**src/rtl/csmulti_iterative_if.sv**
```systemverilog
// Operand/product handshake bundle for csmulti_iterative.
// CSMULT_SIGNED_EN adds op_signed, which travels with the operands.
interface csmulti_iterative_if #(parameter int BITSIZE = 8);
  logic                   in_valid;
  logic                   in_ready;
  logic [BITSIZE-1:0]     factor0;
  logic [BITSIZE-1:0]     factor1;
  logic                   out_valid;
  logic                   out_ready;
  logic [2*BITSIZE-1:0]   product;
  logic                   busy;
`ifdef CSMULT_SIGNED_EN
  logic                   op_signed;
`endif

  modport master (
    output in_valid, factor0, factor1, out_ready,
`ifdef CSMULT_SIGNED_EN
    output op_signed,
`endif
    input  in_ready, out_valid, product, busy
  );

  modport slave (
    input  in_valid, factor0, factor1, out_ready,
`ifdef CSMULT_SIGNED_EN
    input  op_signed,
`endif
    output in_ready, out_valid, product, busy
  );
endinterface

```
**src/rtl/csmulti_iterative.sv**
```systemverilog
// Iterative carry-save multiplier: STEP rows per cycle into a (sum, carry) pair, one final add.
// CSMULT_SIGNED_EN enables two's-complement operation selected per op by op_signed.
module csmulti_iterative #(
  parameter int BITSIZE = 8,
  parameter int STEP    = 2
) (
  input  logic               clk,
  input  logic               rst,
  csmulti_iterative_if.slave bus
);
  localparam int K  = BITSIZE / STEP;
  localparam int PW = 2 * BITSIZE;
  localparam int CW = (K > 1) ? $clog2(K) : 1;

  if (STEP < 1 || STEP > BITSIZE || (BITSIZE % STEP) != 0) begin : g_bad_step
    $error("csmulti_iterative: STEP must be in 1..BITSIZE and divide BITSIZE");
  end

  typedef enum logic [1:0] {IDLE, RUN, RESOLVE, DONE} state_t;

  state_t              state;
  logic [PW-1:0]       sum_q, carry_q, f0_sh, s_nx, c_nx;
  logic [BITSIZE-1:0]  f1_sh;
  logic [CW-1:0]       cnt;
  logic                sgn_q, in_ready_q, busy_q, out_valid_q, sgn_in;
  logic [PW-1:0]       product_q;
  logic                last;

`ifdef CSMULT_SIGNED_EN
  assign sgn_in = bus.op_signed;
`else
  assign sgn_in = 1'b0;
`endif

  assign last = (cnt == CW'(K - 1));

  // Multiplicand is pre-extended and shifted left each cycle, multiplier shifted right,
  // so row r of this cycle is always f0_sh << r gated by f1_sh[r]. In signed mode the
  // multiplier's sign row is subtracted: inverted here, +1 added at resolve.
  always_comb begin
    logic [PW-1:0] pp, t;
    s_nx = sum_q;
    c_nx = carry_q;
    for (int r = 0; r < STEP; r++) begin
      pp = f1_sh[r] ? (f0_sh << r) : '0;
      if (sgn_q && last && r == STEP - 1) pp = ~pp;
      t    = s_nx ^ c_nx ^ pp;
      c_nx = ((s_nx & c_nx) | (s_nx & pp) | (c_nx & pp)) << 1;
      s_nx = t;
    end
  end

  always_ff @(posedge clk or posedge rst) begin
    if (rst) begin
      state       <= IDLE;
      in_ready_q  <= 1'b1;
      busy_q      <= 1'b0;
      out_valid_q <= 1'b0;
      product_q   <= '0;
      sum_q       <= '0;
      carry_q     <= '0;
      f0_sh       <= '0;
      f1_sh       <= '0;
      cnt         <= '0;
      sgn_q       <= 1'b0;
    end else begin
      case (state)
        IDLE: if (bus.in_valid) begin
          f0_sh      <= sgn_in ? {{BITSIZE{bus.factor0[BITSIZE-1]}}, bus.factor0}
                               : {{BITSIZE{1'b0}}, bus.factor0};
          f1_sh      <= bus.factor1;
          sgn_q      <= sgn_in;
          sum_q      <= '0;
          carry_q    <= '0;
          cnt        <= '0;
          in_ready_q <= 1'b0;
          busy_q     <= 1'b1;
          state      <= RUN;
        end
        RUN: begin
          sum_q   <= s_nx;
          carry_q <= c_nx;
          f0_sh   <= f0_sh << STEP;
          f1_sh   <= f1_sh >> STEP;
          cnt     <= cnt + 1'b1;
          if (last) state <= RESOLVE;
        end
        RESOLVE: begin
          product_q   <= sum_q + carry_q + PW'(sgn_q);
          out_valid_q <= 1'b1;
          busy_q      <= 1'b0;
          state       <= DONE;
        end
        DONE: if (bus.out_ready) begin
          out_valid_q <= 1'b0;
          in_ready_q  <= 1'b1;
          state       <= IDLE;
        end
        default: state <= IDLE;
      endcase
    end
  end

  assign bus.in_ready  = in_ready_q;
  assign bus.busy      = busy_q;
  assign bus.out_valid = out_valid_q;
  assign bus.product   = product_q;
endmodule
```
**src/flat_wrapper.sv**
```systemverilog
// flat-port wrapper written by rule: the top's interface ports become plain ports
module csmulti_iterative_flat 
#(
  parameter int BITSIZE = 8,
  parameter int STEP    = 2
)
  (clk, rst, bus_in_valid, bus_factor0, bus_factor1, bus_out_ready, bus_in_ready, bus_out_valid, bus_product, bus_busy);
  csmulti_iterative_if #(.BITSIZE(BITSIZE)) bus_i ();
  input  logic clk;
  input  logic rst;
  input wire logic [$bits(bus_i.in_valid)-1:0] bus_in_valid;
  input wire logic [$bits(bus_i.factor0)-1:0] bus_factor0;
  input wire logic [$bits(bus_i.factor1)-1:0] bus_factor1;
  input wire logic [$bits(bus_i.out_ready)-1:0] bus_out_ready;
  output wire logic [$bits(bus_i.in_ready)-1:0] bus_in_ready;
  output wire logic [$bits(bus_i.out_valid)-1:0] bus_out_valid;
  output wire logic [$bits(bus_i.product)-1:0] bus_product;
  output wire logic [$bits(bus_i.busy)-1:0] bus_busy;
  assign bus_i.in_valid = bus_in_valid;
  assign bus_i.factor0 = bus_factor0;
  assign bus_i.factor1 = bus_factor1;
  assign bus_i.out_ready = bus_out_ready;
  assign bus_in_ready = bus_i.in_ready;
  assign bus_out_valid = bus_i.out_valid;
  assign bus_product = bus_i.product;
  assign bus_busy = bus_i.busy;
  csmulti_iterative #(.BITSIZE(BITSIZE), .STEP(STEP)) u_core (.clk(clk), .rst(rst), .bus(bus_i));
endmodule
```
**config.mk**
```make
export PLATFORM = sky130hd
export DESIGN_NAME = csmulti_iterative_flat
export DESIGN_NICKNAME = d
export VERILOG_FILES = /design/src/rtl/csmulti_iterative_if.sv /design/src/rtl/csmulti_iterative.sv /design/src/flat_wrapper.sv
export SDC_FILE = /design/constraint.sdc
export NUM_CORES = 1
export LEC_CHECK = 0
export CAP_MARGIN = 40
export CELL_PAD_IN_SITES_DETAIL_PLACEMENT = 1
export CELL_PAD_IN_SITES_GLOBAL_PLACEMENT = 1
export CORE_MARGIN = 2
export CORE_UTILIZATION = 49
export CTS_BUF_LIST = sky130_fd_sc_hd__clkbuf_16
export DETAILED_ROUTE_END_ITERATION = 8
export PLACE_DENSITY_LB_ADDON = 0.25
export SLEW_MARGIN = 20
export SYNTH_ARGS = -nofsm -noshare
export SYNTH_HDL_FRONTEND = slang
export SYNTH_SLANG_ARGS = --single-unit
```
**constraint.sdc**
```tcl
create_clock -name clk -period 3.79 [get_ports clk]
set_clock_uncertainty 0.1 [all_clocks]
set_input_delay 0.5685 -clock clk [delete_from_list [all_inputs] [get_ports clk]]
set_output_delay 0.5685 -clock clk [all_outputs]
set_load 0.1 [all_outputs]
```
## Word-level counts from Yosys, hierarchy flattened

Index checks and enable logic that the tools add are counted.

- Add/sub/neg operators: 2
- Eq/ne operators: 7
- Mux-type cells: 22
- Bitwise logic cells: 14
- Reduce and logical (&&, ||, !) cells: 10

Operators by type and width:

| operator | number |
|---|---|
| $pmux 16 s2 | 3 |
| $and 15x15->15 | 6 |
| $mux 16 | 4 |
| $xor 16x16->16 | 4 |
| $or 15x15->15 | 4 |
| $add 16x16->16 | 1 |
| $pmux 8 s2 | 1 |
| $mux 2 | 4 |
| $mux 8 | 1 |
| $pmux 2 s4 | 1 |
| $reduce_bool 2->1 | 4 |
| $eq 2x2->1 const B | 3 |
| $pmux 1 s2 | 3 |
| $reduce_and 2->1 | 3 |
| $reduce_and 3->1 | 2 |
| $mux 1 | 4 |
| $ne 2x2->1 const B | 2 |
| $pmux 2 s2 | 1 |
| $add 2x1->2 const B | 1 |
| $eq 2x1->1 const B | 1 |
| $logic_not 2->1 | 1 |
| $ne 2x1->1 const B | 1 |

- Register bits: 79
- Bits of input ports: 20
- Output and inout bits: 19
- Logic and storage cells: 65

## Longest topological paths before layout

- Depth after elaboration: 8
- Gate-level depth with buffers: 7
- Mapped depth without buffers: 7

## Worst setup path before layout

No wires, ideal clock.

- Path type: register to register
- Start: register u_core.carry_q[2]
- End: register u_core.product_q[10], in the netlist u_core.bus.product[10]
- Setup time: 0.125 ns
- Arrival time: 2.123 ns
- Required time: 3.565 ns
- Path slack: 1.442 ns
- Stages on the path, launching flop included: 8
- Path buffers: 0
- Clock period less this slack: 2.348 ns
- Cell sequence: dfrtp_1 -> ha_1 -> fa_1 -> a21o_1 -> a31o_1 -> a221oi_2 -> xnor2_1 -> mux2_2

- Word-level cells in the longest chain between the ends: 1

Ends and longest elaborated chain:

| element | line | RTL |
|---|---|---|
| from (decl) | csmulti_iterative.sv:22 | `logic [PW-1:0] sum_q, carry_q, f0_sh, s_nx, c_nx;` |
| from (signal assigned) | csmulti_iterative.sv:82 | `carry_q <= c_nx;` |
| $add 16x16->16 | csmulti_iterative.sv:89 | `product_q <= sum_q + carry_q + PW'(sgn_q);` |
| to (signal assigned) | csmulti_iterative.sv:89 |  |
| to (decl) | csmulti_iterative.sv:26 | `logic [PW-1:0] product_q;` |

No other way between the ends.
A chain may end at the register's enable or synchronous reset.

## Final worst setup path

Ends and elaborated chain as after synthesis.

==> flow_metrics.py <==
metrics = {
    "status": {
        "status": "complete, no violations",
    },
    "placement": {
        "io_buffers": 38,
        "post-dp-hpwl_mm": 7.94,
        "dp_slack_ps": 1180,
        "place.gp.congestion": 0.863,
    },
    "global_routing": {
        "grt_pass1_vias": 3994,
        "grt_usage": 0.247,
        "overflow": 0,
        "grt_start_max_net_pins": 55,
        "antenna_found_initial": 0,
        "grt_pass1_wl_mm": 19.1,
    },
    "clock_tree": {
        "clockBufferDepth": 2,
        "cts-root-buf": "clkbuf_16",
        "cts_hold_buffers": 0,
        "cts_sinks": 77,
        "cts_tree": "yes",
        "path_clk_slew_ps": 60,
        "cts_setup_buffers": 0,
        "post_cts_resized": 0,
        "cts_buffers": 9,
        "worstSkewPairLatency_ps": 340,
        "htreeDepth": 3,
    },
    "timing": {
        "fmax_mhz": 388,
        "rsz0062_at_grt": "no",
        "setup_viol": 0,
        "slew_violations": 0,
        "slew_headroom": 0.464,
        "period_needed_ps": 2580,
        "worst_pin_slew_ps": 803,
        "hold_viol": 0,
        "fin_crit_sh": 0.680,
        "fin_ws_ps": 1210,
        "setup_tns_ps": 0,
    },
    "logic_synthesis": {
        "synthCells": 451,
        "yosysMostFrequentCell": "nand2_1",
        "yosys-top-cells-count": "nand2_1, dfrtp_1, o21ai_1",
        "syn_avg_cell_area_um2": 10.0,
        "async_flop_share": 1.00,
        "netlist_area_um2": 4520,
        "synthDominantCellAreaShare": 0.421,
        "synth_area_leaders": "dfrtp_1, fa_1, nand2_1",
        "synth.largest_area_cell": "dfrtp_1",
        "ys_seq_area_frac": 0.427,
        "syn_nets": 519,
        "synth_cell_types": 45,
        "synthFlopType": "dfrtp_1",
        "yosys_warnings": 0,
        "ys_seq_elements": 77,
        "synth_edf_count": 0,
    },
    "critical_path": {
        "cp_slowest_cell": "fa_1",
        "worstPathCellList": "ha_1 > fa_1 > a21o_1 > a31o_1 > a221oi_2 > xnor2_1 > mux2_2",
        "crit_path_start_kind": "flop",
        "r2r_start": "u_core.carry_q[2]$_DFFE_PP0P_",
        "reg2reg_to": "u_core.bus.product[10]$_DFFE_PP0P_",
        "r2r_setup_slack_ps": 1210,
        "reg2reg_depth": 7,
        "critPathCaptureType": "flop",
        "cp.required_ps": 3910,
        "crit_fanout": 3,
        "path_class": "reg -> reg",
        "max_stage_delay_ps": 470,
        "worstPathArrival_ps": 2700,
    },
    "finish": {
        "synthToLayoutAreaGrowth_pct": 24.2,
        "final_nets": 572,
        "drive_gt1_frac": 0.0943,
        "diodes": 0,
    },
    "die": {
        "die_w_um": 100,
        "design.die.area_um2": 10000,
        "core_um2": 9110,
        "fp.dieH_um": 100,
        "start_util": 0.496,
        "io_pins": 39,
        "rows": 35,
    },
    "route": {
        "drt_iter0_drc": 78,
        "vias": 3457,
        "wl_per_cell_um": 18.1,
        "wl_mm": 11.2,
        "drt.antenna.violating_nets": 0,
        "drcViolationCount": 0,
        "avgViaCountPerCell": 5.58,
        "dr.pass1.iters": 4,
    },
    "worst_hold_path": {
        "holdPathEnd": "u_core.bus.product[13]$_DFFE_PP0P_",
        "worstHoldPathCells": 2,
        "hold_start": "u_core.bus.product[13]$_DFFE_PP0P_",
        "hp-class": "reg -> reg",
    },
    "pwr": {
        "p_leak_nw": 2.41,
        "powerDensity_nw_per_um2": 874,
        "ir_worst_vdd_v": 0.000495,
    },
    "job": {
        "maxCapViolations": 0,
    },
}
-- critical path, delay by kind of cell (launching register included) --
kind            cells  cell delay [ps]
mux                 1              260
compound gates      3              820
flops               1              440
xor+xnor            1              110
fa+ha+maj           2              730
-- area by class of cell --
cell class,instances,area [um^2]
timing repair buffer,63,756
fill,980,3490
clock buffer,9,225
tap,111,139
multi-input combinational,314,2360
inverter,39,146
sequential,77,1930
clock inverter,7,57.6
-- metrics by stage --
stage	cell area, um^2	cells	util	power, mW	hold slack [ps]
2_1_floorplan	4520	451	-	3.11	354
3_3_place_gp	5020	584	0.551	3.61	362
3_5_place_dp	5310	603	0.582	4.01	369
4_1_cts	5590	619	0.613	4.92	384
5_1_grt	5620	620	0.616	5.23	421
6_report	5620	620	0.616	4.91	379
-- sequential cells by signal, summed over array words and instances (netlist names) --
| signal | count |
|---|---|
| u_core.bus.product | 16 |
| u_core.f1_sh | 8 |
| u_core.bus.out_valid | 1 |
| u_core.carry_q | 14 |
| u_core.sum_q | 16 |
| u_core.state | 2 |
| u_core.bus.in_ready | 1 |
| u_core.f0_sh | 16 |
| u_core.bus.busy | 1 |
| u_core.cnt | 2 |
-- cell families after synthesis --
logic type,count (synthesis),share of synthesized area
AND/OR/NAND/NOR,124,0.117
AO/OA/AOI/OAI,106,0.144
flip-flops,77,0.427
buffers and inverters,60,0.0534
adder cells (fa/ha/maj),48,0.179
multiplexers,26,0.0601
XOR/XNOR,10,0.0194
-- layout by cell type (no fill, tap or decap), types with 3 or more instances in the layout --
cell             instances
a21o_1                   6
mux2i_1                 16
o21ai_1                 54
ha_1                    20
a21oi_1                 16
buf_4                    3
nand4_1                  3
and2_1                   6
fa_1                    28
buf_8                   19
inv_1                   38
a22o_1                  14
clkinv_1                 3
dfrtp_1                 76
nand2_1                 88
nor2_1                  11
mux2_1                   4
xnor2_1                  9
nand3_1                  3
mux2_2                   5
clkbuf_16                9
clkdlybuf4s50_1         38
-- report_power, final --
group	internal [mW]	switching, mW
combinational	1.01	1.64
sequential	1.11	0.295
clock	0.500	0.343
-- per-layer routing --
metal	routed length, um	track usage	vias up
li1	-	-	1626
met1	4940	0.310	1750
met2	5760	0.431	58
met3	266	0.0383	23
met4	255	0.0938	0
met5	0	0	-
-- how the worst max path moves through the flow --
| stage | start | endpoint | slack, ps | cells after the start |
|---|---|---|---|---|
| floorplan | rst | u_core.bus.busy$_DFFE_PP0P_ | 1160 | 1 |
| CTS | u_core.carry_q[2]$_DFFE_PP0P_ | u_core.bus.product[10]$_DFFE_PP0P_ | 1200 | 7 |
| global placement | bus_in_valid | u_core.sum_q[15]$_DFFE_PP0P_ | 1250 | 5 |
| global route | u_core.carry_q[2]$_DFFE_PP0P_ | u_core.bus.product[10]$_DFFE_PP0P_ | 1100 | 7 |
| finish | u_core.carry_q[2]$_DFFE_PP0P_ | u_core.bus.product[10]$_DFFE_PP0P_ | 1210 | 7 |
| detailed placement | bus_in_valid | u_core.f1_sh[1]$_DFFE_PP0P_ | 1180 | 5 |
(Power assumes the default switching activity.)
